==> src/rtl/word_serializer_pkg.sv <==
// Shared types and helpers for the word serializer.
package word_serializer_pkg;

  typedef enum logic [0:0] {
    StIdle,
    StSend
  } state_e;

  // Lane index width; never narrower than one bit.
  function automatic int unsigned idx_width(input int unsigned num);
    return (num > 1) ? $clog2(num) : 1;
  endfunction

endpackage

==> src/rtl/lowest_set_lane.sv <==
// Priority encoder: lowest set lane of a mask, plus whether any other lane is set above it.
module lowest_set_lane #(
  parameter int unsigned NUM   = 4,
  parameter int unsigned IDX_W = 2
) (
  input  logic [NUM-1:0]   mask_i,
  output logic [IDX_W-1:0] idx_o,
  output logic             any_o,
  output logic             more_o
);

  // Ascending scan: the first hit is the lowest lane, so any later hit lies above it.
  always_comb begin
    idx_o  = '0;
    any_o  = 1'b0;
    more_o = 1'b0;
    for (int unsigned i = 0; i < NUM; i++) begin
      if (mask_i[i]) begin
        if (any_o) begin
          more_o = 1'b1;
        end else begin
          any_o = 1'b1;
          idx_o = IDX_W'(i);
        end
      end
    end
  end

endmodule

==> src/rtl/word_serializer.sv <==
// Parallel-to-serial converter: emits the valid lanes of a held group one word per clock,
// lowest lane first, with out_ready backpressure and back-to-back group handover.
module word_serializer
  import word_serializer_pkg::*;
#(
  parameter int unsigned WIDTH = 8,
  parameter int unsigned NUM   = 4,
  localparam int unsigned IDX_W = idx_width(NUM)
) (
  input  logic                      clk_in,
  input  logic                      rst_in,
  input  logic [NUM-1:0][WIDTH-1:0] data_in,
  input  logic [NUM-1:0]            in_valid,
  output logic                      in_ready,
  output logic [WIDTH-1:0]          data_out,
  output logic [IDX_W-1:0]          out_idx,
  output logic                      out_valid,
  output logic                      out_last,
  input  logic                      out_ready
);

  state_e                    state_q, state_d;
  logic [NUM-1:0]            mask_q, mask_d;
  logic [NUM-1:0][WIDTH-1:0] data_q, data_d;
  logic [WIDTH-1:0]          out_data_q, out_data_d;
  logic [IDX_W-1:0]          out_idx_q, out_idx_d;
  logic                      out_valid_q, out_valid_d;
  logic                      out_last_q, out_last_d;

  logic                      load;
  logic                      beat;
  logic                      present;
  logic [NUM-1:0]            enc_mask;
  logic [IDX_W-1:0]          enc_idx;
  logic                      enc_any;
  logic                      enc_more;
  logic [NUM-1:0]            lane_bit;
  logic [NUM-1:0][WIDTH-1:0] src_data;

  assign in_ready = !rst_in && ((state_q == StIdle) || (out_valid_q && out_ready && out_last_q));
  assign load     = in_ready && (in_valid != '0);
  assign beat     = out_valid_q && out_ready;

  // The held mask already excludes the lane on data_out, so one encoder serves both the
  // first lane of a new group and the next lane of the current one.
  assign enc_mask = load ? in_valid : mask_q;
  assign src_data = load ? data_in : data_q;
  assign lane_bit = NUM'(1) << enc_idx;

  lowest_set_lane #(
    .NUM   (NUM),
    .IDX_W (IDX_W)
  ) u_lowest_set_lane (
    .mask_i (enc_mask),
    .idx_o  (enc_idx),
    .any_o  (enc_any),
    .more_o (enc_more)
  );

  always_comb begin
    state_d     = state_q;
    mask_d      = mask_q;
    data_d      = data_q;
    out_data_d  = out_data_q;
    out_idx_d   = out_idx_q;
    out_valid_d = out_valid_q;
    out_last_d  = out_last_q;
    present     = 1'b0;

    unique case (state_q)
      StIdle: begin
        if (load) begin
          state_d = StSend;
          present = 1'b1;
        end
      end
      StSend: begin
        if (beat) begin
          if (!out_last_q || load) begin
            present = 1'b1;
          end else begin
            state_d     = StIdle;
            out_valid_d = 1'b0;
            out_last_d  = 1'b0;
          end
        end
      end
    endcase

    if (present && enc_any) begin
      out_data_d  = src_data[enc_idx];
      out_idx_d   = enc_idx;
      out_valid_d = 1'b1;
      out_last_d  = !enc_more;
      mask_d      = enc_mask & ~lane_bit;
      if (load) begin
        data_d = data_in;
      end
    end else if (present) begin
      // Unreachable with a consistent held mask; fall back to idle rather than emit garbage.
      state_d     = StIdle;
      out_valid_d = 1'b0;
      out_last_d  = 1'b0;
    end
  end

  always_ff @(posedge clk_in) begin
    if (rst_in) begin
      state_q     <= StIdle;
      mask_q      <= '0;
      data_q      <= '0;
      out_data_q  <= '0;
      out_idx_q   <= '0;
      out_valid_q <= 1'b0;
      out_last_q  <= 1'b0;
    end else begin
      state_q     <= state_d;
      mask_q      <= mask_d;
      data_q      <= data_d;
      out_data_q  <= out_data_d;
      out_idx_q   <= out_idx_d;
      out_valid_q <= out_valid_d;
      out_last_q  <= out_last_d;
    end
  end

  assign data_out  = out_data_q;
  assign out_idx   = out_idx_q;
  assign out_valid = out_valid_q;
  assign out_last  = out_last_q;

endmodule

==> config.mk <==
export PLATFORM = sky130hd
export DESIGN_NAME = word_serializer
export DESIGN_NICKNAME = d
export VERILOG_FILES = /design/src/rtl/word_serializer_pkg.sv /design/src/rtl/lowest_set_lane.sv /design/src/rtl/word_serializer.sv
export SDC_FILE = /design/constraint.sdc
export NUM_CORES = 1
export LEC_CHECK = 0
export CAP_MARGIN = 20
export CORE_ASPECT_RATIO = 0.6
export CORE_MARGIN = 1.5
export CORE_UTILIZATION = 40
export CTS_CLUSTER_SIZE = 24
export DETAILED_ROUTE_END_ITERATION = 7
export PLACE_DENSITY = 0.67
export SYNTH_ARGS = -nofsm -noshare
export SYNTH_HDL_FRONTEND = slang
export SYNTH_HIERARCHICAL = 1
export SYNTH_SLANG_ARGS = --single-unit
export TNS_END_PERCENT = 30
==> constraint.sdc <==
create_clock -name clk_in -period 2.8 [get_ports clk_in]
set_input_delay 0.28 -clock clk_in [delete_from_list [all_inputs] [get_ports clk_in]]
set_output_delay 0.28 -clock clk_in [all_outputs]
set_load 0.1 [all_outputs]
==> results.toml, run 1 <==
[status]
status = "finished, final reports clean"

[yosys]
synth_cell_types = 37
async_reset_ff_frac = 0
synth-edff-count = 0
ys_seq_area_frac = 0.3847
syn_avg_cell_area_um2 = 8.279
syn_nets = 347
ys_ff_latch = 49
syn_area_um2 = 2550
yosysWarnings = 6
syn_inst = 308
synth-main-ff-cell = "dfxtp_1"

[finish]
final_core_util = 0.5677
mostFrequentLayoutCells = "nand2_1, dfxtp_1, a21oi_1, buf_4, clkdlybuf4s50_1"
layout-drive-gt1-share = 0.2386
nets = 411
area_growth_pct = 36.65
layout_commonest_cell = "nand2_1"
antennaDiodeCount = 0

[flow_run]
cap_violations = 0

[sta]
setup_violations = 0
fmax_ghz = 0.3645
fin_crit_sh = 0.9798
whs_ns = 0.4300
hold_viol = 0
worst_pin_slew_ns = 0.7835
finalMaxSlewViolations = 0
setup_ws_ns = 0.05658
max_slew_margin = 0.4771
finalClockSkew_ns = 0.007213
rsz0062_at_grt = "yes"
layout_min_cycle_time_ns = 2.743

[cts]
cts.sinks = 49
cts-root-buf = "clkbuf_8"
cts_tree = "done"
cts_made_buffers = 5
path_clk_slew_ns = 0.09
htree_levels = 2
clock_path_buffers = 2
clk_latency_ns = 0.31

[floorplanning]
core_area_um2 = 6138
dieWidth_um = 106.1
die_h_um = 64.85
die-area_um2 = 6878
initial_core_util = 0.4154
row_count = 22
num_io_pins = 52

[route]
wl_per_cell_um = 16.42
ant_nets = 0
drt_iter0_drc = 232
wirelength_mm = 7.504
viasPerCell = 5.322
drc = 0
vias = 2432
first_pass_iters = 6

[global_routing]
overflow = 0
grt_pass1_wl_mm = 11.56
grtUsageTotal = 0.2168
grt_pass1_vias = 2286
antenna_found_initial = 0
grt_start_max_net_pins = 50

[power]
irDropWorstVdd_mv = 0.4754
powerDensity_nw_per_um2 = 863.5
leakagePower_nw = 1.273

[setup_path]
r2r-start = "out_valid"
reg2reg_depth = 11
rr_endpoint = "data_out[4]"
rrSetupSlack_ns = 0.06
end_kind = "flop"
cp.required_ns = 2.98
startpoint_type = "flop"
crit_type = "flop to flop"
worstPathMaxFanout = 6
crit_arrival_ns = 2.92

[min_path]
hp-start = "out_ready"
whs_path_depth = 4
hold_path_class = "primary input to flop"
min_to = "out_valid"

[placement]
place.gp.congestion = 0.8454
io_buffers = 51
pre_cts_ws_ns = -0.4894
place_hpwl_mm = 5.014
sequential cells by signal (all words and copies together), names as in the netlist:
| register | flops |
|---|---|
| data_q | 32 |
| data_out | 8 |
| mask_q | 4 |
| out_idx | 2 |
| out_last | 1 |
| out_valid | 1 |
| state_q | 1 |
logic make-up (layout without fill, tap and decap cells):
family                 Yosys count  count (layout)  synth area share
AND/OR/NAND/NOR                129             130            0.2272
buffers and inverters           25              89           0.06183
multiplexers                    26              26            0.1060
flip-flops                      49              49            0.3847
AO/OA/AOI/OAI                   79              79            0.2203
stage by stage:
stage,instance area (µm²),power (W),instances,TNS [ns]
finish,3485,0.003009,457,0
global route,3485,0.003159,457,-0.1297
CTS,3351,0.002913,449,0
detailed placement,3176,0.002341,440,-9.189
global placement,3176,0.002320,440,-6.572
floorplan,2586,0.001976,308,0
cells in the mapped netlist (all sizes together) (8+ instances only):
master   n  share of area
nand2   92           0.14
a221oi   8          0.047
clkbuf   9          0.021
buf     14          0.038
nor3     9          0.018
nor2b    9          0.022
mux2     8          0.035
mux2i   18          0.071
dfxtp   49           0.38
nor2     8          0.016
o211ai  16          0.047
a21oi   42          0.082
report_power, final:
| part | total, W | switching, W | internal [W] |
|---|---|---|---|
| clock | 0.000532 | 0.000240 | 0.000292 |
| sequential | 0.000917 | 0.0000926 | 0.000824 |
| combinational | 0.00156 | 0.000996 | 0.000565 |
| total | 0.00301 | 0.00133 | 0.00168 |
cell type report:
cell class | instances | area [µm²]
multi-input cells | 235 | 1551
inverters | 2 | 7.507
fillers | 559 | 2654
clock inverters | 1 | 30.03
well taps | 84 | 105.1
clock buffers | 7 | 86.33
flip-flops and latches | 49 | 988.4
repair buffers | 79 | 715.7
worst max-delay path: stages (launching register included):
cell and delay (ns):
dfxtp_4 0.39, nand3_4 0.11, a211o_4 0.39, a22o_4 0.25, nand2b_4 0.15, a21oi_4 0.28, buf_8 0.17, buf_4 0.13
mux2i_4 0.25, o211ai_1 0.12, a221oi_2 0.29, nor3_1 0.08
repair_timing:
item / in CTS / in global routing
pin swaps: 1 / 6
setup buffers: 0 / 7
endpoints found under the setup margin: 8 / 42
gates cloned: 1 / 1
hold buffers: 0 / 0
gates resized for setup: 11 / 16
layer usage:
metal	vias up	share of wire	track usage
met5	-	0	0
met4	0	0.0099	0.05743
met3	9	0.078	0.06036
met2	91	0.41	0.3101
met1	1130	0.50	0.3160
li1	1202	-	-
worst max path at each step:
stage                             end  depth (start not counted)  slack, ns        start
after global placement    data_out[1]                         11      -0.35    out_ready
after global routing       data_q[10]                         11      -0.02  in_valid[2]
final                     data_out[4]                         11       0.06    out_valid
after floorplan           data_out[0]                         12       0.01     out_last
after CTS                 data_out[4]                         11    0.00005    out_ready
after detailed placement  data_out[2]                         11      -0.49  in_valid[0]
Power figures use the tool's default switching activity.
==> inputs of run 2 (changes only) <==
--- a/config.mk
+++ b/config.mk
@@ -5,7 +5,7 @@
 export SDC_FILE = /design/constraint.sdc
 export NUM_CORES = 1
 export LEC_CHECK = 0
-export CAP_MARGIN = 20
+export CAP_MARGIN = 0
 export CORE_ASPECT_RATIO = 0.6
 export CORE_MARGIN = 1.5
 export CORE_UTILIZATION = 40
==> results of run 2 <==
The final DEF is identical to that of run 1; final timing and power are the same.
==> inputs of run 3 (changes only) <==
--- a/config.mk
+++ b/config.mk
@@ -11,7 +11,6 @@
 export CORE_UTILIZATION = 40
 export CTS_CLUSTER_SIZE = 24
 export DETAILED_ROUTE_END_ITERATION = 7
-export PLACE_DENSITY = 0.67
 export SYNTH_ARGS = -nofsm -noshare
 export SYNTH_HDL_FRONTEND = slang
 export SYNTH_HIERARCHICAL = 1
==> constraint.sdc (replaced) <==
create_clock -name clk_in -period 3.3 [get_ports clk_in]
set_input_delay 0.33 -clock clk_in [delete_from_list [all_inputs] [get_ports clk_in]]
set_output_delay 0.33 -clock clk_in [all_outputs]
set_load 0.1 [all_outputs]
==> run 3 against run 2 <==
Effect of this change: worst setup slack better by 0.29 ns; core utilization is 4.4 points lower; sequential share of layout area is 2.3 points higher; sequential power is 16% lower; combinational power is 24% lower; critical endpoint is now data_out[2]; via count is 7.0% lower; register-to-register slack better by 0.43 ns; largest cell class unchanged; power is 24% lower; non-clock buffer count is 14 lower; clock skew is 0.0023 ns higher; critical path depth stayed put.
==> results.toml, run 3 (synthesis gave the netlist of run 1 again) <==
[status]
status = "finished, final reports clean"

[finish]
fill_cells = 602
area_growth_pct = 25.96
antennaDiodeCount = 0
final_area_um2 = 3212
layout_commonest_cell = "nand2_1"
layout-drive-gt1-share = 0.1461
max_flop_register = "data_q"
largest_reg_flops = 32
final_core_util = 0.5232
seq_area_um2 = 983.4
mostFrequentLayoutCells = "nand2_1, clkdlybuf4s50_1, dfxtp_1, a21oi_1, mux2i_1"
multiInputGateArea_um2 = 1434
nets = 396

[cts]
path_clk_slew_ns = 0.08
cts_tree = "done"
clock_path_buffers = 2
clk_latency_ns = 0.30
cts-root-buf = "clkbuf_8"
cts_hold_buf = 0
cts.sinks = 49
cts_made_buffers = 5
htree_levels = 2

[route]
drt_iter0_drc = 126
drc = 0
wl_per_cell_um = 15.95
first_pass_iters = 4
ant_nets = 0
viasPerCell = 5.139
vias = 2261
wirelength_mm = 7.016

[sta]
setup_violations = 0
setup_tns_ns = 0
fin_crit_sh = 0.8956
hold_viol = 0
finalClockSkew_ns = 0.009522
rsz0062_at_grt = "no"
fmax_ghz = 0.3384
worst_pin_slew_ns = 0.9787
layout_min_cycle_time_ns = 2.956
finalMaxSlewViolations = 0
max_slew_margin = 0.3455

[floorplanning]
die-area_um2 = 6878
dieWidth_um = 106.1
initial_core_util = 0.4154
core_area_um2 = 6138
die_h_um = 64.85
num_io_pins = 52
row_count = 22

[power]
p_switching_w = 0.001053
powerDensity_nw_per_um2 = 712.0
p_total_w = 0.002287
seqPwrFrac = 0.335
sw_frac_of_total = 0.4604
power.share.clock = 0.147
irDropWorstVdd_mv = 0.2948
internal_power_w = 0.001234
p_comb_frac = 0.518
leakagePower_nw = 1.117

[setup_path]
cp.required_ns = 3.48
worstPathMaxFanout = 11
startpoint_type = "primary input"
crit_type = "primary input to flop"
crit_arrival_ns = 3.13
end_kind = "flop"

[global_routing]
grt_start_max_net_pins = 40
grt_pass1_vias = 2075
overflow = 0
grt_pass1_wl_mm = 11.03
grtUsageTotal = 0.2100
antenna_found_initial = 0

[placement]
place_hpwl_mm = 5.059
placed_cell_area_um2 = 3136
io_buffers = 51
place.gp.congestion = 0.8224

[min_path]
hold_path_class = "primary input to flop"

[flow_run]
cap_violations = 0
[run 3: cell types whose count changed in the layout (fill, tap and decap cells not counted), sizes merged]
cell / previous run / this run
clkinv: 0 / 1
clkdlybuf4s50: 35 / 49
dlymetal6s2s: 2 / 0
buf: 41 / 16
nor2: 9 / 8
bufinv: 1 / 0
clkbuf: 8 / 5
[run 3: power by group through the flow]
stage / logic (W) / registers [W] / clock network, W
floorplan: 0.000605 / 0.00106 / 0
global placement: 0.00118 / 0.000778 / 0
detailed placement: 0.00118 / 0.000779 / 0
CTS: 0.00119 / 0.000766 / 0.000344
global route: 0.00127 / 0.000778 / 0.000365
finish: 0.00119 / 0.000766 / 0.000335
[run 3: path summary, 6_finish.rpt]
kind / cells past startpoint / end / start / slack (ns)
max: 11 / data_out[2] / out_ready / 0.34
min: 2 / out_idx[1] / rst_in / 0.40
max reg2reg: 10 / data_out[2] / out_last / 0.49
min reg2reg: 2 / data_q[28] / data_q[28] / 0.46
[run 3: metal layers]
metal / global-route usage / vias up / wire (µm)
met5: 0 / - / 0
met4: 0.03547 / 0 / 29
met3: 0.03924 / 5 / 497
met2: 0.2841 / 69 / 2687
met1: 0.3372 / 1025 / 3801
li1: - / 1162 / -
[run 3: stage by stage]
step | worst slack (ns) | hold WS (ns) | cells
floorplan | 0.1244 | 0.4322 | 308
global placement | 0.1115 | 0.4393 | 434
detailed placement | 0.02784 | 0.4487 | 434
CTS | 0.3301 | 0.3949 | 440
global route | 0.2196 | 0.4191 | 440
finish | 0.3445 | 0.3958 | 440
[run 3: timing repair]
| action | in CTS | in global routing |
|---|---|---|
| resized for setup | 0 | 1 |
| setup endpoints to repair | 0 | 1 |
| setup buffers | 0 | 0 |
| hold endpoints to repair | 0 | 0 |
[run 3: worst max-delay path, cell delays in order]
cell	delay, ns
clkdlybuf4s50_1	0.51
nand3_2	0.09
a211o_2	0.41
a22o_1	0.25
nand2b_1	0.17
a21oi_2	0.19
buf_4	0.25
mux2i_1	0.36
o211ai_1	0.15
a221oi_2	0.33
nor3_1	0.08
[run 3: area by class of cell]
cell class                      instances  area share
Clock buffer                            5     0.02143
Clock inverter                          1    0.001558
Inverter                                2    0.002337
Multi-Input combinational cell        234      0.4464
Sequential cell                        49      0.3062
Tap cell                               84     0.03272
Timing Repair Buffer                   65      0.1893
